## config.mk

```make
export PLATFORM = sky130hd
export DESIGN_NAME = dms_pfd_flat
export DESIGN_NICKNAME = d
export VERILOG_FILES = /design/src/rtl/dms_pfd_pkg.sv /design/src/rtl/dms_pfd_if.sv /design/src/rtl/dms_edge_sync.sv /design/src/rtl/dms_pfd.sv /design/src/flat_wrapper.sv
export SDC_FILE = /design/constraint.sdc
export NUM_CORES = 1
export LEC_CHECK = 0
export BUFFER_PORTS_ARGS = -buffer_cell sky130_fd_sc_hd__buf_2
export CAP_MARGIN = 20
export CORE_ASPECT_RATIO = 1.2
export CORE_MARGIN = 2
export CORE_UTILIZATION = 60
export DETAILED_ROUTE_END_ITERATION = 12
export HOLD_SLACK_MARGIN = 0.1
export PLACE_DENSITY = 0.85
export SETUP_SLACK_MARGIN = 0.05
export SKIP_CTS_REPAIR_TIMING = 1
export SYNTH_ARGS = -nofsm -noshare
export SYNTH_HDL_FRONTEND = slang
export SYNTH_SLANG_ARGS = --single-unit
export TNS_END_PERCENT = 50
```

## constraint.sdc

```tcl
create_clock -name clk -period 3.7 [get_ports clk]
set_input_delay 0.555 -clock clk [delete_from_list [all_inputs] [get_ports clk]]
set_output_delay 0.555 -clock clk [all_outputs]
set_load 0.02 [all_outputs]
```

## src/rtl/dms_pfd_pkg.sv

```systemverilog
// Shared types, default constants and saturating counter helper for the dms_pfd
// sampled phase-frequency detector.
package dms_pkg;

  typedef enum logic [1:0] {
    IDLE = 2'd0,
    UP   = 2'd1,
    DN   = 2'd2,
    RST  = 2'd3
  } pfd_state_t;

  localparam int unsigned RST_DLY_DEF  = 32'd2;
  localparam int unsigned ERR_W_DEF    = 32'd12;
  localparam int unsigned LOCK_TOL_DEF = 32'd4;
  localparam int unsigned LOCK_CNT_DEF = 32'd64;

  // Step a w-bit signed value by +/-1, clamped symmetrically at +/-(2^(w-1)-1).
  function automatic logic signed [31:0] sat_step(input logic signed [31:0] val,
                                                  input logic              inc,
                                                  input int unsigned       w);
    logic signed [31:0] lim;
    lim = (32'sd1 <<< (w - 32'd1)) - 32'sd1;
    if (inc) begin
      return (val >= lim) ? lim : (val + 32'sd1);
    end else begin
      return (val <= -lim) ? -lim : (val - 32'sd1);
    end
  endfunction

endpackage

```

## src/rtl/dms_pfd_if.sv

```systemverilog
// Signal bundle between the PFD and its environment: clock inputs to compare,
// charge-pump controls and phase-error monitor outputs.
interface dms_pfd_if #(
  parameter int unsigned ERR_W = 32'd12
);
  logic                    ref_in;
  logic                    fb_in;
  logic                    up;
  logic                    down;
  logic signed [ERR_W-1:0] err_out;
  logic                    err_vld;
  logic                    lock;

  modport master (
    output ref_in, fb_in,
    input  up, down, err_out, err_vld, lock
  );

  modport slave (
    input  ref_in, fb_in,
    output up, down, err_out, err_vld, lock
  );
endinterface

```

## src/rtl/dms_edge_sync.sv

```systemverilog
// Two-flop synchronizer followed by a registered rising-edge pulse; an input
// high at edge k produces a one-cycle pulse visible after edge k+2.
module dms_edge_sync (
  input  logic clk,
  input  logic rst,
  input  logic d_in,
  output logic edge_o
);

  logic s1_q, s1_d;
  logic s2_q, s2_d;
  logic s2_dly_q, s2_dly_d;
  logic edge_q, edge_d;

  // Next-state for the synchronizer chain and edge pulse.
  always_comb begin
    s1_d     = d_in;
    s2_d     = s1_q;
    s2_dly_d = s2_q;
    edge_d   = s2_q & ~s2_dly_q;
  end

  // Synchronizer and edge registers.
  always_ff @(posedge clk) begin
    if (rst) begin
      s1_q     <= 1'b0;
      s2_q     <= 1'b0;
      s2_dly_q <= 1'b0;
      edge_q   <= 1'b0;
    end else begin
      s1_q     <= s1_d;
      s2_q     <= s2_d;
      s2_dly_q <= s2_dly_d;
      edge_q   <= edge_d;
    end
  end

  assign edge_o = edge_q;

endmodule

```

## src/rtl/dms_pfd.sv

```systemverilog
// Clocked tri-state phase-frequency detector with anti-deadzone overlap and a
// signed phase-error monitor. Define DMS_PFD_LOCK_DET_EN to build the lock detector.
module dms_pfd
  import dms_pkg::*;
#(
  parameter int unsigned RST_DLY  = RST_DLY_DEF,
  parameter int unsigned ERR_W    = ERR_W_DEF,
  parameter int unsigned LOCK_TOL = LOCK_TOL_DEF,
  parameter int unsigned LOCK_CNT = LOCK_CNT_DEF
) (
  input logic       clk,
  input logic       rst,
  dms_pfd_if.slave  pfd
);

  localparam logic [3:0] RST_LAST = 4'(RST_DLY - 32'd1);

  logic ref_edge;
  logic fb_edge;

  dms_edge_sync u_ref_sync (
    .clk    (clk),
    .rst    (rst),
    .d_in   (pfd.ref_in),
    .edge_o (ref_edge)
  );

  dms_edge_sync u_fb_sync (
    .clk    (clk),
    .rst    (rst),
    .d_in   (pfd.fb_in),
    .edge_o (fb_edge)
  );

  pfd_state_t              state_q, state_d;
  logic signed [ERR_W-1:0] cnt_q, cnt_d;
  logic signed [ERR_W-1:0] err_q, err_d;
  logic                    vld_q, vld_d;
  logic [3:0]              rcnt_q, rcnt_d;
  logic                    pend_ref_q, pend_ref_d;
  logic                    pend_fb_q, pend_fb_d;
  logic                    up_q, up_d;
  logic                    down_q, down_d;

  logic signed [31:0]      cnt_ext;
  logic signed [31:0]      inc_ext;
  logic signed [31:0]      dec_ext;
  logic signed [ERR_W-1:0] cnt_inc;
  logic signed [ERR_W-1:0] cnt_dec;
  logic                    pref_any;
  logic                    pfb_any;

  // Saturating neighbours of the running phase counter.
  always_comb begin
    cnt_ext = {{(32 - ERR_W){cnt_q[ERR_W-1]}}, cnt_q};
    inc_ext = sat_step(cnt_ext, 1'b1, ERR_W);
    dec_ext = sat_step(cnt_ext, 1'b0, ERR_W);
    cnt_inc = $signed(inc_ext[ERR_W-1:0]);
    cnt_dec = $signed(dec_ext[ERR_W-1:0]);
  end

  // Detector state machine; the cycle that closes a comparison is counted.
  always_comb begin
    state_d    = state_q;
    cnt_d      = cnt_q;
    err_d      = err_q;
    vld_d      = 1'b0;
    rcnt_d     = rcnt_q;
    pend_ref_d = pend_ref_q;
    pend_fb_d  = pend_fb_q;
    pref_any   = pend_ref_q | ref_edge;
    pfb_any    = pend_fb_q | fb_edge;

    case (state_q)
      IDLE: begin
        if (ref_edge && fb_edge) begin
          state_d = RST;
          err_d   = '0;
          vld_d   = 1'b1;
          rcnt_d  = 4'd0;
        end else if (ref_edge) begin
          state_d = UP;
        end else if (fb_edge) begin
          state_d = DN;
        end else begin
          state_d = IDLE;
        end
      end
      UP: begin
        if (fb_edge) begin
          state_d = RST;
          err_d   = cnt_inc;
          vld_d   = 1'b1;
          cnt_d   = '0;
          rcnt_d  = 4'd0;
        end else begin
          cnt_d = cnt_inc;
        end
      end
      DN: begin
        if (ref_edge) begin
          state_d = RST;
          err_d   = cnt_dec;
          vld_d   = 1'b1;
          cnt_d   = '0;
          rcnt_d  = 4'd0;
        end else begin
          cnt_d = cnt_dec;
        end
      end
      RST: begin
        // Edges landing in the overlap window are remembered, including the exit cycle.
        if (rcnt_q == RST_LAST) begin
          rcnt_d     = 4'd0;
          pend_ref_d = 1'b0;
          pend_fb_d  = 1'b0;
          if (pref_any && pfb_any) begin
            state_d = RST;
            err_d   = '0;
            vld_d   = 1'b1;
          end else if (pref_any) begin
            state_d = UP;
          end else if (pfb_any) begin
            state_d = DN;
          end else begin
            state_d = IDLE;
          end
        end else begin
          rcnt_d     = rcnt_q + 4'd1;
          pend_ref_d = pref_any;
          pend_fb_d  = pfb_any;
        end
      end
      default: begin
        state_d = IDLE;
      end
    endcase

    up_d   = (state_d == UP) || (state_d == RST);
    down_d = (state_d == DN) || (state_d == RST);
  end

  // Detector registers.
  always_ff @(posedge clk) begin
    if (rst) begin
      state_q    <= IDLE;
      cnt_q      <= '0;
      err_q      <= '0;
      vld_q      <= 1'b0;
      rcnt_q     <= 4'd0;
      pend_ref_q <= 1'b0;
      pend_fb_q  <= 1'b0;
      up_q       <= 1'b0;
      down_q     <= 1'b0;
    end else begin
      state_q    <= state_d;
      cnt_q      <= cnt_d;
      err_q      <= err_d;
      vld_q      <= vld_d;
      rcnt_q     <= rcnt_d;
      pend_ref_q <= pend_ref_d;
      pend_fb_q  <= pend_fb_d;
      up_q       <= up_d;
      down_q     <= down_d;
    end
  end

  assign pfd.up      = up_q;
  assign pfd.down    = down_q;
  assign pfd.err_out = err_q;
  assign pfd.err_vld = vld_q;

`ifdef DMS_PFD_LOCK_DET_EN
  localparam int unsigned     LCW        = $clog2(LOCK_CNT + 32'd1);
  localparam logic [LCW-1:0]  LOCK_CNT_V = LCW'(LOCK_CNT);
  localparam logic [ERR_W-1:0] LOCK_TOL_V = ERR_W'(LOCK_TOL);

  logic [LCW-1:0]   lcnt_q, lcnt_d;
  logic             lock_q, lock_d;
  logic [ERR_W-1:0] err_abs;

  // Consecutive in-tolerance comparison counter; err_q never reaches -2^(ERR_W-1).
  always_comb begin
    err_abs = err_q[ERR_W-1] ? ERR_W'(-err_q) : ERR_W'(err_q);
    if (vld_q) begin
      if (err_abs <= LOCK_TOL_V) begin
        lcnt_d = (lcnt_q == LOCK_CNT_V) ? lcnt_q : (lcnt_q + LCW'(1));
      end else begin
        lcnt_d = '0;
      end
    end else begin
      lcnt_d = lcnt_q;
    end
    lock_d = (lcnt_d == LOCK_CNT_V);
  end

  // Lock detector registers.
  always_ff @(posedge clk) begin
    if (rst) begin
      lcnt_q <= '0;
      lock_q <= 1'b0;
    end else begin
      lcnt_q <= lcnt_d;
      lock_q <= lock_d;
    end
  end

  assign pfd.lock = lock_q;
`else
  assign pfd.lock = 1'b0;
`endif

endmodule

```

## src/flat_wrapper.sv

```systemverilog
// flat-port wrapper written by rule: the top's interface ports become plain ports
module dms_pfd_flat import dms_pkg::*;
#(
  parameter int unsigned RST_DLY  = RST_DLY_DEF,
  parameter int unsigned ERR_W    = ERR_W_DEF,
  parameter int unsigned LOCK_TOL = LOCK_TOL_DEF,
  parameter int unsigned LOCK_CNT = LOCK_CNT_DEF
)
  (clk, rst, pfd_ref_in, pfd_fb_in, pfd_up, pfd_down, pfd_err_out, pfd_err_vld, pfd_lock);
  dms_pfd_if #(.ERR_W(ERR_W)) pfd_i ();
  input logic clk;
  input logic rst;
  input wire logic [$bits(pfd_i.ref_in)-1:0] pfd_ref_in;
  input wire logic [$bits(pfd_i.fb_in)-1:0] pfd_fb_in;
  output wire logic [$bits(pfd_i.up)-1:0] pfd_up;
  output wire logic [$bits(pfd_i.down)-1:0] pfd_down;
  output wire logic [$bits(pfd_i.err_out)-1:0] pfd_err_out;
  output wire logic [$bits(pfd_i.err_vld)-1:0] pfd_err_vld;
  output wire logic [$bits(pfd_i.lock)-1:0] pfd_lock;
  assign pfd_i.ref_in = pfd_ref_in;
  assign pfd_i.fb_in = pfd_fb_in;
  assign pfd_up = pfd_i.up;
  assign pfd_down = pfd_i.down;
  assign pfd_err_out = pfd_i.err_out;
  assign pfd_err_vld = pfd_i.err_vld;
  assign pfd_lock = pfd_i.lock;
  dms_pfd #(.RST_DLY(RST_DLY), .ERR_W(ERR_W), .LOCK_TOL(LOCK_TOL), .LOCK_CNT(LOCK_CNT)) u_core (.clk(clk), .rst(rst), .pfd(pfd_i));
endmodule
```

==> run metrics, run 1 <==
clock latency on the worst-skew pair=0.30 ns; CP Class=reg -> reg; Avg Inst Size Synth=8.27 um^2; row count=26; P_int=600 uW; placer congestion estimate=0.949; # IOs=20; gr usage total=24.4%; Sw Share=24.6%; min cycle time layout=2.60 ns; final net count=320; root buffer cell=clkbuf_8; top_reg_cell synth=dfxtp_1; Rel. slew slack=38.8%; Die ar.=4810 um^2; area grow syn2layout=3.71%; setup violators final=0; sequential power share=57.6%; P_leak=1.04 nW; Synthesized Nets=324; Switching Power=196 uW; Placement Cell Area=2570 um^2; top post-synthesis cells by area=dfxtp_1, a22o_1, ha_1, nand2_1, o21ai_0; Hold Vio Cnt, Final=0; Hold Crit Class=reg -> reg; outcome=finished clean; vias in the first global route=1963; total grt overflow=0; first-pass GRT wire length=9220 um; cell taking the most area after synthesis=dfxtp_1; critical path endpoint category=flip-flop; clk_skew=0.00658 ns; post-synth cell types=61; die height=75.6 um; Pwr Density=299 nW/um^2; final WL=5870 um; post-synth top area share=32.8%; htree depth=2; worst-case clock buffer depth=2; post-route cell area=2660 um^2; Clk pwr share=38.7%; IO buf count=18; Worst-path clk slew=0.08 ns; Detail Route Antenna Nets=0; half-perimeter wire length after placement=4090 um; combinational power share=3.7%; fmax=384 MHz; maxcap violations=0; fillers=359; fin. max-slew vios=0; total number of vias=2323; crit path DAT=2.83 ns; Crit Path Max Fanout=22; CTS Buf Count=5; Worst VDD drop=0.266 mV; area of the core=4200 um^2; sequential share of the synthesized area=32.8%; Final period util=70.3%; routed len/inst=16.2 um; largest net degree at the start of global routing=27; WP data required=3.93 ns; Ys Warns=0; EDFF count, synth=0; Antenna Cells=0; setup TNS=0 ns; RSZ-0062 raised after global routing=false; synthesized flop and latch total=42; drt first pass iters=5; area occupied by registers=841 um^2; die width=63.7 um; Setup crit start kind=flip-flop; synthesized cell area=2560 um^2; asr flop ratio synth=0%; post-synthesis cell count=310; worst slew pin tran=0.918 ns; initial DRC count=332; clock sink total=42; Starting Density=61.1%; area taken by multi-input logic gates=1510 um^2; Avg Vias per Cell=6.40; CTS tree=done; share of cells above drive strength 1=11.7%; number of antenna violations at the first check in global routing=0; # DRC=0
metrics by stage:
step | power (mW) | util [%] | setup slack, ns | instances | hold slack, ns
final | 0.796 | 63.4 | 1.10 | 363 | 0.384
after floorplan | 0.493 | - | 1.62 | 310 | 0.367
after global routing | 0.825 | 63.4 | 0.889 | 363 | 0.417
after CTS | 0.799 | 63.4 | 1.15 | 363 | 0.385
after detailed placement | 0.498 | 61.2 | 1.17 | 355 | 0.373
after global placement | 0.497 | 61.2 | 1.22 | 355 | 0.371
worst paths after layout:
check / start / to / slack (ns) / cells after the start
worst min register to register: u_core.u_ref_sync.s2_dly_q$_SDFF_PP0_ / u_core.u_ref_sync.edge_o$_SDFF_PP0_ / 0.38 / 1
worst max register to register: u_core.pfd.up$_SDFF_PP0_ / u_core.pfd.err_out[9]$_SDFFE_PP0P_ / 1.10 / 6
worst min-delay path: u_core.u_ref_sync.s2_dly_q$_SDFF_PP0_ / u_core.u_ref_sync.edge_o$_SDFF_PP0_ / 0.38 / 1
worst max-delay path: u_core.pfd.up$_SDFF_PP0_ / u_core.pfd.err_out[9]$_SDFFE_PP0P_ / 1.10 / 6
worst max-delay path, stage by stage, from the launching register on:
cell and delay [ns]:
dfxtp_1 0.42, inv_1 0.12, ha_1 0.75, nor2b_1 0.38
and3_1 0.54, nand2_1 0.14, o21ai_0 0.18
power groups by stage:
stage / sequential [mW] / combinational, mW / clock, mW
6_report: 0.458 / 0.0293 / 0.308
5_1_grt: 0.459 / 0.0320 / 0.334
4_1_cts: 0.458 / 0.0287 / 0.312
3_5_place_dp: 0.469 / 0.0286 / 0
3_3_place_gp: 0.469 / 0.0282 / 0
2_1_floorplan: 0.467 / 0.0262 / 0
layer usage:
metal | wire length (um) | vias up | GRT usage, %
li1 | - | 1119 | -
met1 | 2670 | 1072 | 34.9
met3 | 508 | 11 | 5.32
met4 | 89 | 0 | 9.42
met5 | 0 | - | 0
met2 | 2610 | 121 | 36.1
kinds of logic after synthesis:
group	Yosys count	synth area share, %
AO/OA/AOI/OAI	101	28.7
AND/OR/NAND/NOR	101	20.9
buffers and inverters	43	8.20
flip-flops	42	32.8
adder cells (fa/ha/maj)	10	4.88
XOR/XNOR	7	2.39
multiplexers	5	2.00
other	1	0.146
area by class of cell:
cell class / instances / share of cell area [%]
clock inverters: 3 / 0.894
inverters: 14 / 1.98
clock buffers: 5 / 2.59
well taps: 56 / 2.64
multi-input cells: 225 / 56.9
flip-flops and latches: 42 / 31.6
repair buffers: 18 / 3.39
layout by cell type (no fill, tap or decap), types with 4 or more instances in the layout:
cell type | Yosys | routed
ha_1 | 10 | 10
a211oi_1 | 8 | 8
xnor2_1 | 4 | 4
a32o_1 | 4 | 4
dfxtp_1 | 42 | 42
a22oi_1 | 4 | 4
a31oi_1 | 7 | 7
o21ai_0 | 18 | 18
mux2i_1 | 4 | 4
nand3_1 | 7 | 7
nor2b_1 | 12 | 12
a22o_1 | 15 | 15
o211ai_1 | 5 | 5
a21oi_1 | 12 | 12
nand2_1 | 27 | 27
clkbuf_8 | 2 | 5
nor2_1 | 24 | 24
buf_2 | 6 | 18
and3_1 | 5 | 5
inv_1 | 14 | 14
cell usage after synthesis (all sizes together), types with 3 or more instances:
cell type	instances
buf	10
o21ai	18
a32o	4
a21oi	12
a22o	15
nand3	7
nand3b	3
dfxtp	42
ha	10
nor3	3
a311oi	3
inv	14
and3	6
xor2	3
a31oi	7
nor2	25
nand2	27
a22oi	4
nor2b	12
xnor2	4
a211oi	9
clkbuf	19
a21o	3
o211ai	5
mux2i	4
nor4	4
nand4	3
Note: power is estimated with default switching activity, not from simulation.
==> inputs of run 2 (changes only) <==
CORE_UTILIZATION = 54   (was 60)
PLACE_DENSITY = 0.81   (was 0.85)
clock period = 2.2 ns   (was 3.7 ns; I/O delays follow)
==> run 2 against run 1 <==
  * First-iteration DRC count decreased by 4.2%
  * Largest power group unchanged
  * Critical path depth decreased by 1
  * Global-route usage increased by 0.85 points
  * Final cell count increased by 6.3%
  * Worst setup slack got worse by 0.92 ns
  * Largest cell class unchanged
  * Non-clock buffer count increased by 21
  * Sequential power increased by 68%
  * Cell area increased by 6.9%
  * Fmax increased by 29%
  * Clock skew increased by 0.0097 ns
  * Power increased by 67%
  * Utilization decreased by 1.5 points
  * Critical path type unchanged
==> run metrics, run 2 (synthesis gave the netlist of run 1 again) <==
outcome=finished clean; min cycle time layout=2.02 ns (-0.582 ns); maxcap violations=0 (unchanged); # DRC=0 (unchanged); final net count=341 (+6.6%); final WL=6370 um (+8.4%); Antenna Cells=0 (unchanged); crit path DAT=2.23 ns (-0.60 ns); worst-case clock buffer depth=2 (unchanged); combinational power share=4.3% (+0.6 points); clock latency on the worst-skew pair=0.31 ns (about the same); vias in the first global route=2086 (+6.3%); Setup crit start kind=flip-flop; P_leak=1.16 nW (+11%); Avg Vias per Cell=6.25 (-2.4%); P_int=1.01 mW (+68%); CTS tree=done; pre-CTS setup slack=0.131 ns (-1.04 ns); met1 usage=32.5% (-2.4 points); fmax=495 MHz (+29%); Hold Crit Class=in -> reg; setup TNS=0 ns (unchanged); Final period util=91.8% (+21 points); fin. max-slew vios=0 (unchanged); area of the core=4590 um^2 (+9.5%); commonest cells after routing, fill and taps aside=dfxtp_1, nand2_1, nor2_1; total grt overflow=0 (unchanged); fillers=402 (+12%); Crit Path Max Fanout=10 (-55%); total number of vias=2412 (+3.8%); htree depth=2 (unchanged); # IOs=20 (unchanged); GR Util met3=4.23% (-1.1 points); CTS Buf Count=5 (unchanged); WP data required=2.41 ns (-1.52 ns); Detail Route Antenna Nets=0 (unchanged); die width=66.9 um (+5.1%); Buf+Inv Stages, Crit Path=0 (-1); clock sink total=42 (unchanged); clk_skew=0.0163 ns (+0.00969 ns); CP Class=reg -> reg; placer congestion estimate=0.932 (-1.8%); root buffer cell=clkbuf_8; Die ar.=5320 um^2 (+10%); gr busiest metal=met2; row count=27 (+3.8%); worst-path cell chain=or4_1 -> o41ai_1 -> o21ai_0 -> a22o_1 -> a22o_1; Worst-path clk slew=0.09 ns (about the same); initial DRC count=318 (-4.2%); die height=79.5 um (+5.1%); critical path endpoint category=flip-flop; drt first pass iters=5 (unchanged); Clk pwr share=37.7% (-1.0 points); met2 Track Usage GR=42.8% (+6.7 points); share of cells above drive strength 1=18.3% (+6.6 points); Hold Vio Cnt, Final=0 (unchanged); commonest non-fill, non-tap cell in the layout=dfxtp_1; most used cell along the critical path=a22o_1; Critical-path top delay cell=or4_1; Sw Share=23.8% (-0.77 points); Worst VDD drop=0.455 mV (+71%); half-perimeter wire length after placement=4580 um (+12%); Starting Density=55.8% (-5.3 points); IO buf count=18 (unchanged); Switching Power=316 uW (+61%); gr usage total=25.2% (+0.85 points); setup violators final=0 (unchanged); area grow syn2layout=10.9%; max incr delay on CP=0.71 ns (-0.04 ns); first-pass GRT wire length=10300 um (+12%); RSZ-0062 raised after global routing=false; Final WS setup=0.181 ns (-0.918 ns); routed len/inst=16.5 um (+2.0%); sequential power share=58.1% (+0.5 points); Pwr Density=466 nW/um^2 (+56%); number of antenna violations at the first check in global routing=0 (unchanged); largest net degree at the start of global routing=26 (-3.7%); Crit path max-delay family=compound AO/OA/AOI/OAI gates
==> run 2: cell count changes in the layout (fill, tap and decap cells not counted), sizes merged <==
cell,before,now
clkinvlp,2,0
clkinv,0,2
clkbuf,5,6
inv,15,14
buf,18,39
==> run 2: layout make-up <==
type / count / area (um^2) / area share [%]
clock buffers: 6 / 72.6 / 2.55
well taps: 58 / 72.6 / 2.55
clock inverters: 2 / 13.8 / 0.484
flip-flops and latches: 42 / 846 / 29.8
inverters: 14 / 52.6 / 1.85
repair buffers: 39 / 260 / 9.15
multi-input cells: 225 / 1530 / 53.7
==> run 2: routing by layer <==
metal	vias to the layer above	share of wire, %
li1	1167	-
met1	1123	42
met2	110	50
met3	12	6.3
met4	0	1.6
met5	-	0
==> run 2: power groups by stage <==
stage          registers, mW  clock network [mW]  logic (mW)
6_report               0.770               0.499      0.0565
4_1_cts                0.771               0.513      0.0557
3_5_place_dp           0.789                   0      0.0555
5_1_grt                0.771               0.543      0.0614
2_1_floorplan          0.785                   0      0.0441
3_3_place_gp           0.788                   0      0.0546
==> run 2: final timing paths <==
kind                                                            start                                   to  slack (ns)  cells past startpoint
worst max-delay path                     u_core.cnt_q[0]$_SDFFE_PP0P_   u_core.pfd.err_out[7]$_SDFFE_PP0P_        0.18                      5
worst min-delay path                                        pfd_fb_in     u_core.u_fb_sync.s1_q$_SDFF_PP0_        0.24                      2
worst max register to register           u_core.cnt_q[0]$_SDFFE_PP0P_   u_core.pfd.err_out[7]$_SDFFE_PP0P_        0.18                      5
worst min register to register  u_core.u_ref_sync.s2_dly_q$_SDFF_PP0_  u_core.u_ref_sync.edge_o$_SDFF_PP0_        0.39                      1
==> run 2: worst reg2reg max path: stages (launching register included) <==
cell and delay [ns]:
dfxtp_4 0.37, or4_1 0.71, o41ai_1 0.30, o21ai_0 0.17, a22o_1 0.20, a22o_1 0.19
==> run 2: stage by stage <==
stage	area (um^2)	instances	power, mW	hold WS (ns)	util [%]
floorplan	2560	310	0.829	0.367	-
global placement	2740	378	0.843	0.370	59.6
detailed placement	2740	378	0.844	0.374	59.6
CTS	2830	386	1.34	0.243	61.5
global route	2840	386	1.37	0.270	61.9
finish	2840	386	1.33	0.244	61.9
==> inputs of run 3 (changes only) <==
CORE_UTILIZATION = 35   (was 54)
PLACE_DENSITY = 0.58   (was 0.81)
==> run 3 against run 2 <==
  * Utilization down 22 points
  * Clock-buffer cell count is 1 lower
  * Die area grew 51%
  * Critical path depth did not move
  * Cell area increased by 1.8%
  * Largest cell class unchanged
  * Combinational power increased by 0.9%
  * Non-clock buffer count unchanged
==> run metrics, run 3 (synthesis gave the netlist of run 1 again) <==
setup TNS=0 ns (unchanged); non-filler cells, final=418 (+8.3%); critical path endpoint category=flip-flop; root buffer cell=clkbuf_8; gr usage total=17.1% (-8.1 points); GR Util met3=2.50% (-1.7 points); area grow syn2layout=12.8%; maxcap violations=0 (unchanged); fmax=489 MHz (-1.3%); die height=97.8 um (+23%); min cycle time layout=2.05 ns (+0.0261 ns); WP data required=2.41 ns (about the same); drt first pass iters=5 (unchanged); crit path DAT=2.25 ns (+0.02 ns); total grt overflow=0 (unchanged); RSZ-0062 raised after global routing=false; Worst VDD drop=0.246 mV (-46%); first-pass GRT wire length=10900 um (+6.2%); Detail Route Antenna Nets=0 (unchanged); Crit Path Max Fanout=9 (-1); placer congestion estimate=0.849 (-8.9%); fin. max-slew vios=0 (unchanged); total number of vias=2385 (-1.1%); clock sink total=42 (unchanged); clock latency on the worst-skew pair=0.31 ns (about the same); CTS tree=done; area of the core=7190 um^2 (+56%); dpl cells=410 (+8.5%); CTS Buf Count=5 (unchanged); max incr delay on CP=0.71 ns (about the same); final net count=341 (unchanged); P_leak=1.16 nW (+0.33%); Pwr Density=480 nW/um^2 (+3.0%); IO buf count=18 (unchanged); Starting Density=35.7% (-20 points); worst-case clock buffer depth=2 (unchanged); Antenna Cells=0 (unchanged); row count=34 (+26%); worst-path cell chain=or4_1 -> o41ai_1 -> o21ai_0 -> a22o_1 -> a22o_1; # IOs=20 (unchanged); met1 usage=23.9% (-8.5 points); commonest non-fill, non-tap cell in the layout=dfxtp_1; fillers=710 (+77%); half-perimeter wire length after placement=4660 um (+1.8%); final WL=6590 um (+3.6%); setup violators final=0 (unchanged); Hold Crit Class=in -> reg; clk_skew=0.00670 ns (-0.00957 ns); initial DRC count=268 (-16%); number of antenna violations at the first check in global routing=0 (unchanged); Setup crit start kind=flip-flop; Hold Vio Cnt, Final=0 (unchanged); vias in the first global route=2172 (+4.1%); Die ar.=8030 um^2 (+51%); most used cell along the critical path=a22o_1; share of cells above drive strength 1=18.9% (+0.61 points); largest net degree at the start of global routing=22 (-15%); Avg Vias per Cell=5.71 (-8.7%); worst reg2reg setup slack=0.15 ns (-0.03 ns); routed len/inst=15.8 um (-4.4%); Worst-path clk slew=0.10 ns (about the same); die width=82.1 um (+23%); gr busiest metal=met2; Final period util=93.0% (+1.2 points); worst hold margin=0.230 ns (-0.0143 ns); outcome=finished clean; htree depth=2 (unchanged); CP Class=reg -> reg; # DRC=0 (unchanged); met2 Track Usage GR=27.3% (-16 points); Critical-path top delay cell=or4_1; commonest cells after routing, fill and taps aside=dfxtp_1, nand2_1, nor2_1
run 3: cell type report:
| class | count | area [um^2] | share of cell area, % |
|---|---|---|---|
| clock buffer | 5 | 68.8 | 2.38 |
| tap | 90 | 113 | 3.89 |
| timing repair buffer | 39 | 260 | 9.00 |
| sequential | 42 | 843 | 29.2 |
| clock inverter | 3 | 28.8 | 0.995 |
| inverter | 14 | 52.6 | 1.82 |
| multi-input combinational | 225 | 1530 | 52.8 |
run 3: final timing paths:
path,from,end,depth (start not counted)
worst max-delay path,u_core.cnt_q[0]$_SDFFE_PP0P_,u_core.pfd.err_out[7]$_SDFFE_PP0P_,5
worst min-delay path,pfd_fb_in,u_core.u_fb_sync.s1_q$_SDFF_PP0_,2
worst min register to register,u_core.u_ref_sync.s2_dly_q$_SDFF_PP0_,u_core.u_ref_sync.edge_o$_SDFF_PP0_,1
worst max register to register,u_core.cnt_q[0]$_SDFFE_PP0P_,u_core.pfd.err_out[7]$_SDFFE_PP0P_,5
run 3: through the flow:
step | total power [mW] | setup slack (ns) | util (%) | area (um^2)
after global placement | 0.845 | 0.152 | 38.7 | 2780
final | 1.39 | 0.155 | 40.2 | 2890
after detailed placement | 0.845 | 0.0968 | 38.7 | 2780
after CTS | 1.40 | 0.0591 | 40.0 | 2880
after floorplan | 0.829 | 0.121 | - | 2560
after global routing | 1.44 | 0.0653 | 40.2 | 2890
run 3: critical path, delay by kind of cell (launching register included):
family	cells	cell delay (ns)
flip-flops	1	0.37
AO/OA/AOI/OAI	4	0.88
AND/OR/NAND/NOR	1	0.71
run 3: power by group:
part | leakage (nW) | total [mW] | internal [mW] | switching (mW)
combinational | 0.773 | 0.0570 | 0.0209 | 0.0361
clock | 0.0506 | 0.561 | 0.238 | 0.323
sequential | 0.340 | 0.771 | 0.766 | 0.00476
total | 1.16 | 1.39 | 1.02 | 0.364
run 3: metal layers:
| metal | wire [um] | vias up |
|---|---|---|
| li1 | - | 1169 |
| met1 | 3110 | 1120 |
| met2 | 3080 | 86 |
| met3 | 299 | 10 |
| met4 | 102 | 0 |
| met5 | 0 | - |
